### src/rtl/thread_scheduler.sv
// Four-thread round-robin issue scheduler with per-thread program counters.
// Grant, selected thread and its PC are combinational from the current state.
// Optional feature: define THREAD_SCHED_PERF_CNT_EN to add saturating
// per-thread issue counters on issue_cnt_o (tied to zero otherwise).
module thread_scheduler #(
  parameter int INSTMEM_LOG2_DEEP = 8
) (
  input  logic                         clk_i,
  input  logic                         rst_ni,
  input  logic [3:0]                   thread_active_i,
  input  logic [3:0]                   thread_stall_i,
  input  logic                         issue_ready_i,
  input  logic                         redirect_valid_i,
  input  logic [1:0]                   redirect_tid_i,
  input  logic [INSTMEM_LOG2_DEEP-1:0] redirect_pc_i,
  output logic                         issue_valid_o,
  output logic [1:0]                   thread_id_o,
  output logic [INSTMEM_LOG2_DEEP-1:0] pc_select_o,
  output logic [63:0]                  issue_cnt_o
);

  localparam int PW = INSTMEM_LOG2_DEEP;
  localparam logic [PW-1:0] PC_ONE = {{(PW-1){1'b0}}, 1'b1};

  logic [PW-1:0] pc_q [4];
  logic [1:0]    last_q;
  logic [3:0]    eligible;
  logic          grant_found;
  logic [1:0]    grant_id;
  logic [1:0]    cand;
  logic          fire;

  // A thread may be granted only when enabled and not blocked.
  always_comb begin
    eligible = thread_active_i & ~thread_stall_i;
  end

  // Round-robin search starting just after the last granted thread.
  always_comb begin
    grant_found = 1'b0;
    grant_id    = 2'd0;
    cand        = 2'd0;
    for (int k = 1; k <= 4; k++) begin
      cand = last_q + k[1:0];
      if (!grant_found && eligible[cand]) begin
        grant_found = 1'b1;
        grant_id    = cand;
      end
    end
  end

  // Outputs are forced to zero when nothing is eligible.
  always_comb begin
    issue_valid_o = grant_found;
    thread_id_o   = grant_found ? grant_id : 2'd0;
    pc_select_o   = grant_found ? pc_q[grant_id] : '0;
    fire          = grant_found & issue_ready_i;
  end

  // PC and pointer update; the redirect is written last so it overrides the increment.
  always_ff @(posedge clk_i or negedge rst_ni) begin
    if (!rst_ni) begin
      for (int i = 0; i < 4; i++) begin
        pc_q[i] <= '0;
      end
      last_q <= 2'd3;
    end else begin
      if (fire) begin
        last_q         <= grant_id;
        pc_q[grant_id] <= pc_q[grant_id] + PC_ONE;
      end
      if (redirect_valid_i) begin
        pc_q[redirect_tid_i] <= redirect_pc_i;
      end
    end
  end

`ifdef THREAD_SCHED_PERF_CNT_EN
  logic [15:0] cnt_q [4];

  // Saturating issue counter for the thread that fires this cycle.
  always_ff @(posedge clk_i or negedge rst_ni) begin
    if (!rst_ni) begin
      for (int i = 0; i < 4; i++) begin
        cnt_q[i] <= 16'd0;
      end
    end else if (fire && (cnt_q[grant_id] != 16'hFFFF)) begin
      cnt_q[grant_id] <= cnt_q[grant_id] + 16'd1;
    end
  end

  // Pack thread n's counter into bits [16n+15:16n].
  always_comb begin
    issue_cnt_o = {cnt_q[3], cnt_q[2], cnt_q[1], cnt_q[0]};
  end
`else
  // No counters in this build; the port reads zero.
  always_comb begin
    issue_cnt_o = 64'd0;
  end
`endif

endmodule

### config.mk
export PLATFORM = sky130hd
export DESIGN_NAME = thread_scheduler
export DESIGN_NICKNAME = d
export VERILOG_FILES = /design/src/rtl/thread_scheduler.sv
export SDC_FILE = /design/constraint.sdc
export NUM_CORES = 1
export LEC_CHECK = 0
export BUFFER_PORTS_ARGS = -buffer_cell sky130_fd_sc_hd__buf_4
export CAP_MARGIN = 0
export CORE_AREA = 2 2 98 100
export CTS_CLUSTER_DIAMETER = 30
export CTS_CLUSTER_SIZE = 30
export DETAILED_ROUTE_END_ITERATION = 10
export DIE_AREA = 0 0 100 102
export PLACE_DENSITY_LB_ADDON = 0.12
export SYNTH_ARGS = -nofsm -noshare
export SYNTH_HDL_FRONTEND = slang
export SYNTH_SLANG_ARGS = --single-unit
### constraint.sdc
create_clock -name clk_i -period 2.7 [get_ports clk_i]
set_clock_uncertainty 0.2 [all_clocks]
set_input_delay 0.405 -clock clk_i [delete_from_list [all_inputs] [get_ports clk_i]]
set_output_delay 0.405 -clock clk_i [all_outputs]
set_load 0.02 [all_outputs]
Yosys cells after proc, flatten, opt, wreduce, memory -nomap -nowiden

Index checks and enable logic that the tools add are counted.

Register bits after elaboration: 34
Word-level logic and storage cells: 59

Add/subtract/negate cells: 4
Magnitude comparators: 8
Muxes and demuxes: 29
Bitwise gates (word level): 5
Reduce and logical (&&, ||, !) cells: 8

Operators by type and width:

| operator                                           | number |
|---|---|
| bitwise mux 32 bit                                 | 2 |
| two-way mux 32 bit                                 | 2 |
| two-way mux 8 bit                                  | 5 |
| demux 8 bit (select 2 bit)                         | 2 |
| binary-select mux 8 bit (select 2 bit)             | 1 |
| < comparator 2 x 3 -> 1 bit, second input constant | 4 |
| two-way mux 2 bit                                  | 5 |
| adder 8 x 1 -> 8 bit, second input constant        | 1 |
| binary-select mux 1 bit (select 2 bit)             | 4 |
| two-way mux 1 bit                                  | 8 |
| >= comparator 3 bit, second input constant         | 2 |
| < comparator 3 x 1 -> 1 bit, second input constant | 2 |
| NOT 2 -> 3 bit                                     | 2 |
| logical AND 1 bit                                  | 5 |
| adder 2 bit, second input constant                 | 2 |
| bitwise AND 4 bit                                  | 1 |
| NOT 4 bit                                          | 1 |
| logical NOT 1 bit                                  | 3 |
| adder 2 x 1 -> 2 bit, second input constant        | 1 |
| bitwise AND 1 bit                                  | 1 |

Longest topological paths before layout

Word-level depth: 23
Depth in mapped cells: 11
Depth with buffers taken out: 10

Worst setup path after synthesis

No wires, ideal clock.

Path type: input to register
Start point: input port thread_stall_i[2]
End point: register pc_q[28] (netlist name)
Library setup time: 0.118 ns
Arrival time: 2.551 ns
Data required time: 2.382 ns
Path slack: -0.169 ns
Cell stages on the path: 10
Buffers on the path: 0
Path through: nand2b_1 > a22o_1 > or2_4 > clkinv_4 > mux4_2 > ha_1 > o311ai_1 > xor2_1 > a21oi_1 > a21o_1

Cells in the longest elaborated chain, start to end: 23

RTL lines:

| element                                                                      | RTL line | text |
|---|---|---|
| start, declared                                                              | 11       | `input logic [3:0] thread_stall_i,` |
| NOT 4 bit *                                                                  | 35       | `eligible = thread_active_i & ~thread_stall_i;` |
| bitwise AND 4 bit *                                                          | 35       |  |
| binary-select mux 1 bit (select 2 bit)                                       | 45       | `if (!grant_found && eligible[cand]) begin` |
| two-way mux 1 bit (not written as such)                                      | 45       |  |
| two-way mux 1 bit                                                            | 45       |  |
| logical NOT 1 bit                                                            | 45       |  |
| logical AND 1 bit                                                            | 45       |  |
| two-way mux 1 bit                                                            | 45       |  |
| [7 not listed]                                                               | n/a      |  |
| binary-select mux 8 bit (select 2 bit) (tied with other cells)               | 70       | `pc_q[grant_id] <= pc_q[grant_id] + PC_ONE;` |
| two-way mux 8 bit (not written as such) or logical AND 1 bit (tied branches) | 70       |  |
| two-way mux 8 bit (not written as such)                                      | 70       |  |
| adder 8 x 1 -> 8 bit or demux 8 bit (select 2 bit) (tied branches)           | 70       |  |
| bitwise mux 32 bit                                                           | 70       |  |
| two-way mux 32 bit *                                                         | 68       | `if (fire) begin` |
| bitwise mux 32 bit                                                           | 73       | `pc_q[redirect_tid_i] <= redirect_pc_i;` |
| two-way mux 32 bit *                                                         | 72       | `if (redirect_valid_i) begin` |
| end signal, assigned by index                                                | 70       |  |
| end signal, assigned by index                                                | 73       |  |
| end, declared                                                                | 25       | `logic [PW-1:0] pc_q [4];` |

Mark *: on every way between the ends. The rest lies on a longest branch, timed or not. The select of a mux whose other input is x is not followed.
A chain may end at the register's enable or synchronous reset.

Worst setup path in the final report

Start point: register last_q[0]
End point: output port pc_select_o[0]

Cells in the longest elaborated chain, start to end: 18

RTL lines:

| element                                               | RTL line | text |
|---|---|---|
| start, declared                                       | 26       | `logic [1:0] last_q;` |
| start signal, assigned                                | 69       | `last_q <= grant_id;` |
| adder 2 x 1 -> 2 bit                                  | 44       | `cand = last_q + k[1:0];` |
| binary-select mux 1 bit (select 2 bit)                | 45       |  |
| two-way mux 1 bit (not written as such)               | 45       |  |
| two-way mux 1 bit                                     | 45       |  |
| logical NOT 1 bit                                     | 45       |  |
| logical AND 1 bit                                     | 45       |  |
| two-way mux 1 bit                                     | 45       |  |
| logical NOT 1 bit                                     | 45       |  |
| logical AND 1 bit                                     | 45       |  |
| two-way mux 1 bit                                     | 45       |  |
| logical NOT 1 bit                                     | 45       |  |
| logical AND 1 bit                                     | 45       |  |
| two-way mux 2 bit                                     | 45       |  |
| NOT 2 -> 3 bit (not written as such)                  | 56       | `pc_select_o = grant_found ? pc_q[grant_id] : '0;` |
| binary-select mux 8 bit (select 2 bit)                | 56       |  |
| two-way mux 8 bit (not written as such) (2 in series) | 56       |  |
| two-way mux 8 bit *                                   | 56       |  |
| end, declared                                         | 18       | `output logic [INSTMEM_LOG2_DEEP-1:0] pc_select_o,` |

Marked as above.

==> impl_metrics.csv <==
group,metric,value,unit
run_status,status,"finished with violations",
run_status,violations,"setup timing",
synthesis,ys_seq_area_share,31.6,%
clocking,root_buffer,"clkbuf_8",
floorplan,coreArea,9110,µm²
synthesis,post_synth_num_cell_types,53,
critical_path,crit_slowest_cell,"dfstp_2",
synthesis,yosysWarnings,0,
sta,maxSlewViolCount,0,
sta,max_freq,338,MHz
sta,period_needed,2.95,ns
global_routing,grt_max_degree,35,
critical_path,crit_family,"flip-flops",
synthesis,async_flop_share,100,%
power,p_leak,1.64,nW
clocking,cts_sinks,34,
critical_path,critical_path_cell_count,8,
floorplan,fp.dieW,100,µm
sta,setup_viol_count_final,32,
synthesis,syn_area,2700,µm²
place,dp_hpwl,5.64,mm
clocking,htree_levels,2,
sta,worst_pin_slew,0.589,ns
worst_hold_path,hold_start,"redirect_pc_i[4]",
critical_path,critPathKind,"reg2out",
floorplan,initial_core_util,29.6,%
final_layout,nFillCells,946,
power,p_int,1.95,mW
final_layout,fin_nets,404,
synthesis,ys_ff_latch,34,
sta,slew-limit-headroom,60.4,%
clocking,cts_made_buffers,5,
final_layout,area_growth_syn_to_layout,30.4,%
global_routing,grt_pass1_vias,2107,
final_layout,num_antenna_cells,0,
route,routed_wl,7.67,mm
worst_hold_path,holdPathEnd,"pc_q[28]$_DFF_PN0_",
floorplan,die_area,10200,µm²
sta,fin_crit_sh,109,%
power,ir_worst_vdd,0.235,mV
worst_hold_path,whs_path_depth,2,
critical_path,crit_buf_inv,3,
final_layout,drive_gt1_share,38.5,%
critical_path,worstSetupEndpointType,"primary output",
route,drt-vias-per-instance,4.51,
critical_path,crit_chain,"nor2_2 -> a22o_1 -> or2_4 -> clkinv_4 -> mux4_2 -> buf_6 -> and2_4 -> buf_6",
place,globalplace.congestion,0.744,
sta,fin_hold_ws,0.138,ns
power,p_comb_share,61.2,%
final_layout,stdcell_area,3520,µm²
global_routing,antenna_found_initial,0,
critical_path,r2r_slack,-0.20,ns
synthesis,netlist.area_leader.share,29.7,%
power,sw_frac_of_total,39.7,%
floorplan,io_pins,97,
sta,rsz0062_at_grt,"yes",
synthesis,yosysTopAreaCell,"dfrtp_1",
critical_path,slowest_delay,0.55,ns
route,dr.pass1.iters,4,
critical_path,path_common_cell,"buf_6",
synthesis,netlist_top_cells_area,"dfrtp_1, buf_4, nand2_1",
global_routing,grt-ovfl-total,0,
clocking,cts_buffer_depth,2,
route,route.vias.total,2221,
critical_path,path_max_fanout,4,
power,p_total,3.23,mW
sta,setup_slack,-0.254,ns
worst_hold_path,min_path_type,"in2reg",
critical_path,critPathArrivalTime,2.35,ns
floorplan,rows,35,
global_routing,grt_usage,15.4,%
critical_path,start_kind,"register",
critical_path,crit-reg2reg-launch,"last_q[0]$_DFFE_PN1P_",
sta,hold_viol_final,0,
synthesis,ys.flop_type,"dfrtp_1",
power,clkPwrFrac,12.6,%
route,post-route-drc-count,0,
route,ant_nets,0,
flow_run,maxCapViolations,0,
synthesis,synth_enable_flop_cells,0,
clocking,clk_pin_slew,0.09,ns
synthesis,synth_most_common_cell,"buf_4",
critical_path,reg2regPathDepth,12,
floorplan,dieHeight,102,µm
power,p_switching,1.28,mW
place,placed_cell_area,3130,µm²
power,powerDensity,918,nW/µm²
critical_path,cp.required,2.10,ns
clocking,tritoncts,"built",
synthesis,synthTopCellsByCount,"buf_4, nand2_1, dfrtp_1",
synthesis,avgSynthCellArea,8.93,µm²
route,drtIter0Drc,56,
place,io_buffer_count,32,
final_layout,fin_util,38.6,%
clocking,clk_latency,0.29,ns
synthesis,syn-instance-count,302,
route,wl_per_cell,15.6,µm
power,p_seq_share,26.3,%
global_routing,grt_pass1_wl,11.9,mm
critical_path,r2r-end,"pc_q[4]$_DFF_PN0_",
place,pre_cts_slack,-0.270,ns
repair_timing:
item	4_1_cts	5_1_grt
hold buffers	1	0
endpoints found under the hold margin	32	0
pin swaps	9	12
gates resized for setup	30	25
endpoints found under the setup margin	31	34
buffers inserted	10	3
state kept, by name, summed over array words and instances, names as in the netlist:
signal and count:
last_q 2, pc_q 32
cell type report:
type	instances	area [µm²]	share of cell area (%)
multi-input combinational	251	1700	48.4
sequential	34	853	24.3
timing repair buffer	87	721	20.5
tap	111	139	3.95
clock buffer	7	86.3	2.45
inverter	2	12.5	0.356
clock inverter	1	5.00	0.142
layer usage:
metal | GRT usage, % | vias to the layer above | routed length, µm
li1 | - | 1087 | -
met1 | 21.1 | 1050 | 3560
met2 | 25.0 | 73 | 3670
met3 | 2.67 | 11 | 338
met4 | 4.74 | 0 | 106
met5 | 0 | - | 0
per-stage QoR:
stage	TNS, ns	cells
6_report	-3.94	493
5_1_grt	-7.29	493
4_1_cts	-5.04	490
3_5_place_dp	-6.63	471
3_3_place_gp	-6.14	471
2_1_floorplan	-0.458	365
power groups by stage:
stage	registers, mW	logic, mW	clock network (mW)
after global placement	0.859	1.57	0
after floorplan	0.800	1.06	0
final	0.849	1.98	0.406
after CTS	0.848	1.84	0.421
after detailed placement	0.855	1.58	0
after global routing	0.872	2.15	0.440
kinds of logic after synthesis:
| group | count (synthesis) | share of synthesized area, % |
|---|---|---|
| other | 1 | 0.139 |
| flip-flops | 34 | 31.6 |
| adder cells (fa/ha/maj) | 1 | 0.464 |
| multiplexers | 19 | 9.74 |
| XOR/XNOR | 6 | 2.23 |
| AND/OR/NAND/NOR | 92 | 18.1 |
| buffers and inverters | 80 | 20.7 |
| AO/OA/AOI/OAI | 69 | 17.0 |
layout by cell type, fill, tap and decap left out, types with 2 or more instances in the layout:
cell	netlist	final
buf_4	64	71
conb_1	1	64
nand2_1	39	38
dfrtp_1	32	32
o21ai_0	29	22
buf_6	1	14
mux2i_1	12	12
or3_1	8	8
o21ai_1	3	8
and3_1	7	6
a21oi_2	0	6
clkbuf_8	0	6
nor2_2	0	5
mux4_2	4	5
nor2_1	10	5
and2_4	0	5
a21o_1	4	4
a31oi_2	0	4
a21oi_1	10	4
nor2b_1	4	3
o211ai_1	3	3
xor2_1	3	3
a2bb2oi_1	3	3
o221ai_2	3	3
a31oi_1	7	3
nand2b_1	3	2
nand2b_4	1	2
o221a_1	2	2
mux2_4	1	2
o311ai_4	0	2
nor3b_1	2	2
o21ai_2	1	2
xnor2_2	1	2
nand3_1	2	2
dfstp_2	2	2
worst max path at each step:
| stage | from | end | slack, ns |
|---|---|---|---|
| finish | last_q[0]$_DFFE_PN1P_ | pc_select_o[0] | -0.25 |
| global route | last_q[0]$_DFFE_PN1P_ | pc_select_o[0] | -0.32 |
| CTS | last_q[0]$_DFFE_PN1P_ | pc_select_o[0] | -0.28 |
| detailed placement | thread_active_i[1] | pc_q[22]$_DFF_PN0_ | -0.27 |
| global placement | thread_active_i[1] | pc_q[4]$_DFF_PN0_ | -0.26 |
| floorplan | thread_stall_i[1] | pc_q[20]$_DFF_PN0_ | -0.11 |
worst register-to-register path, stage by stage, from the launching register on:
cell      delay [ns]
dfstp_2         0.55
nor2_2          0.04
a22o_1          0.20
or2_4           0.25
clkinv_4        0.08
mux4_2          0.54
buf_6           0.14
ha_4            0.18
o311ai_4        0.07
xor2_1          0.17
buf_4           0.16
a21oi_2         0.06
a21o_1          0.15
No activity file was read; power rests on OpenSTA's default activity.
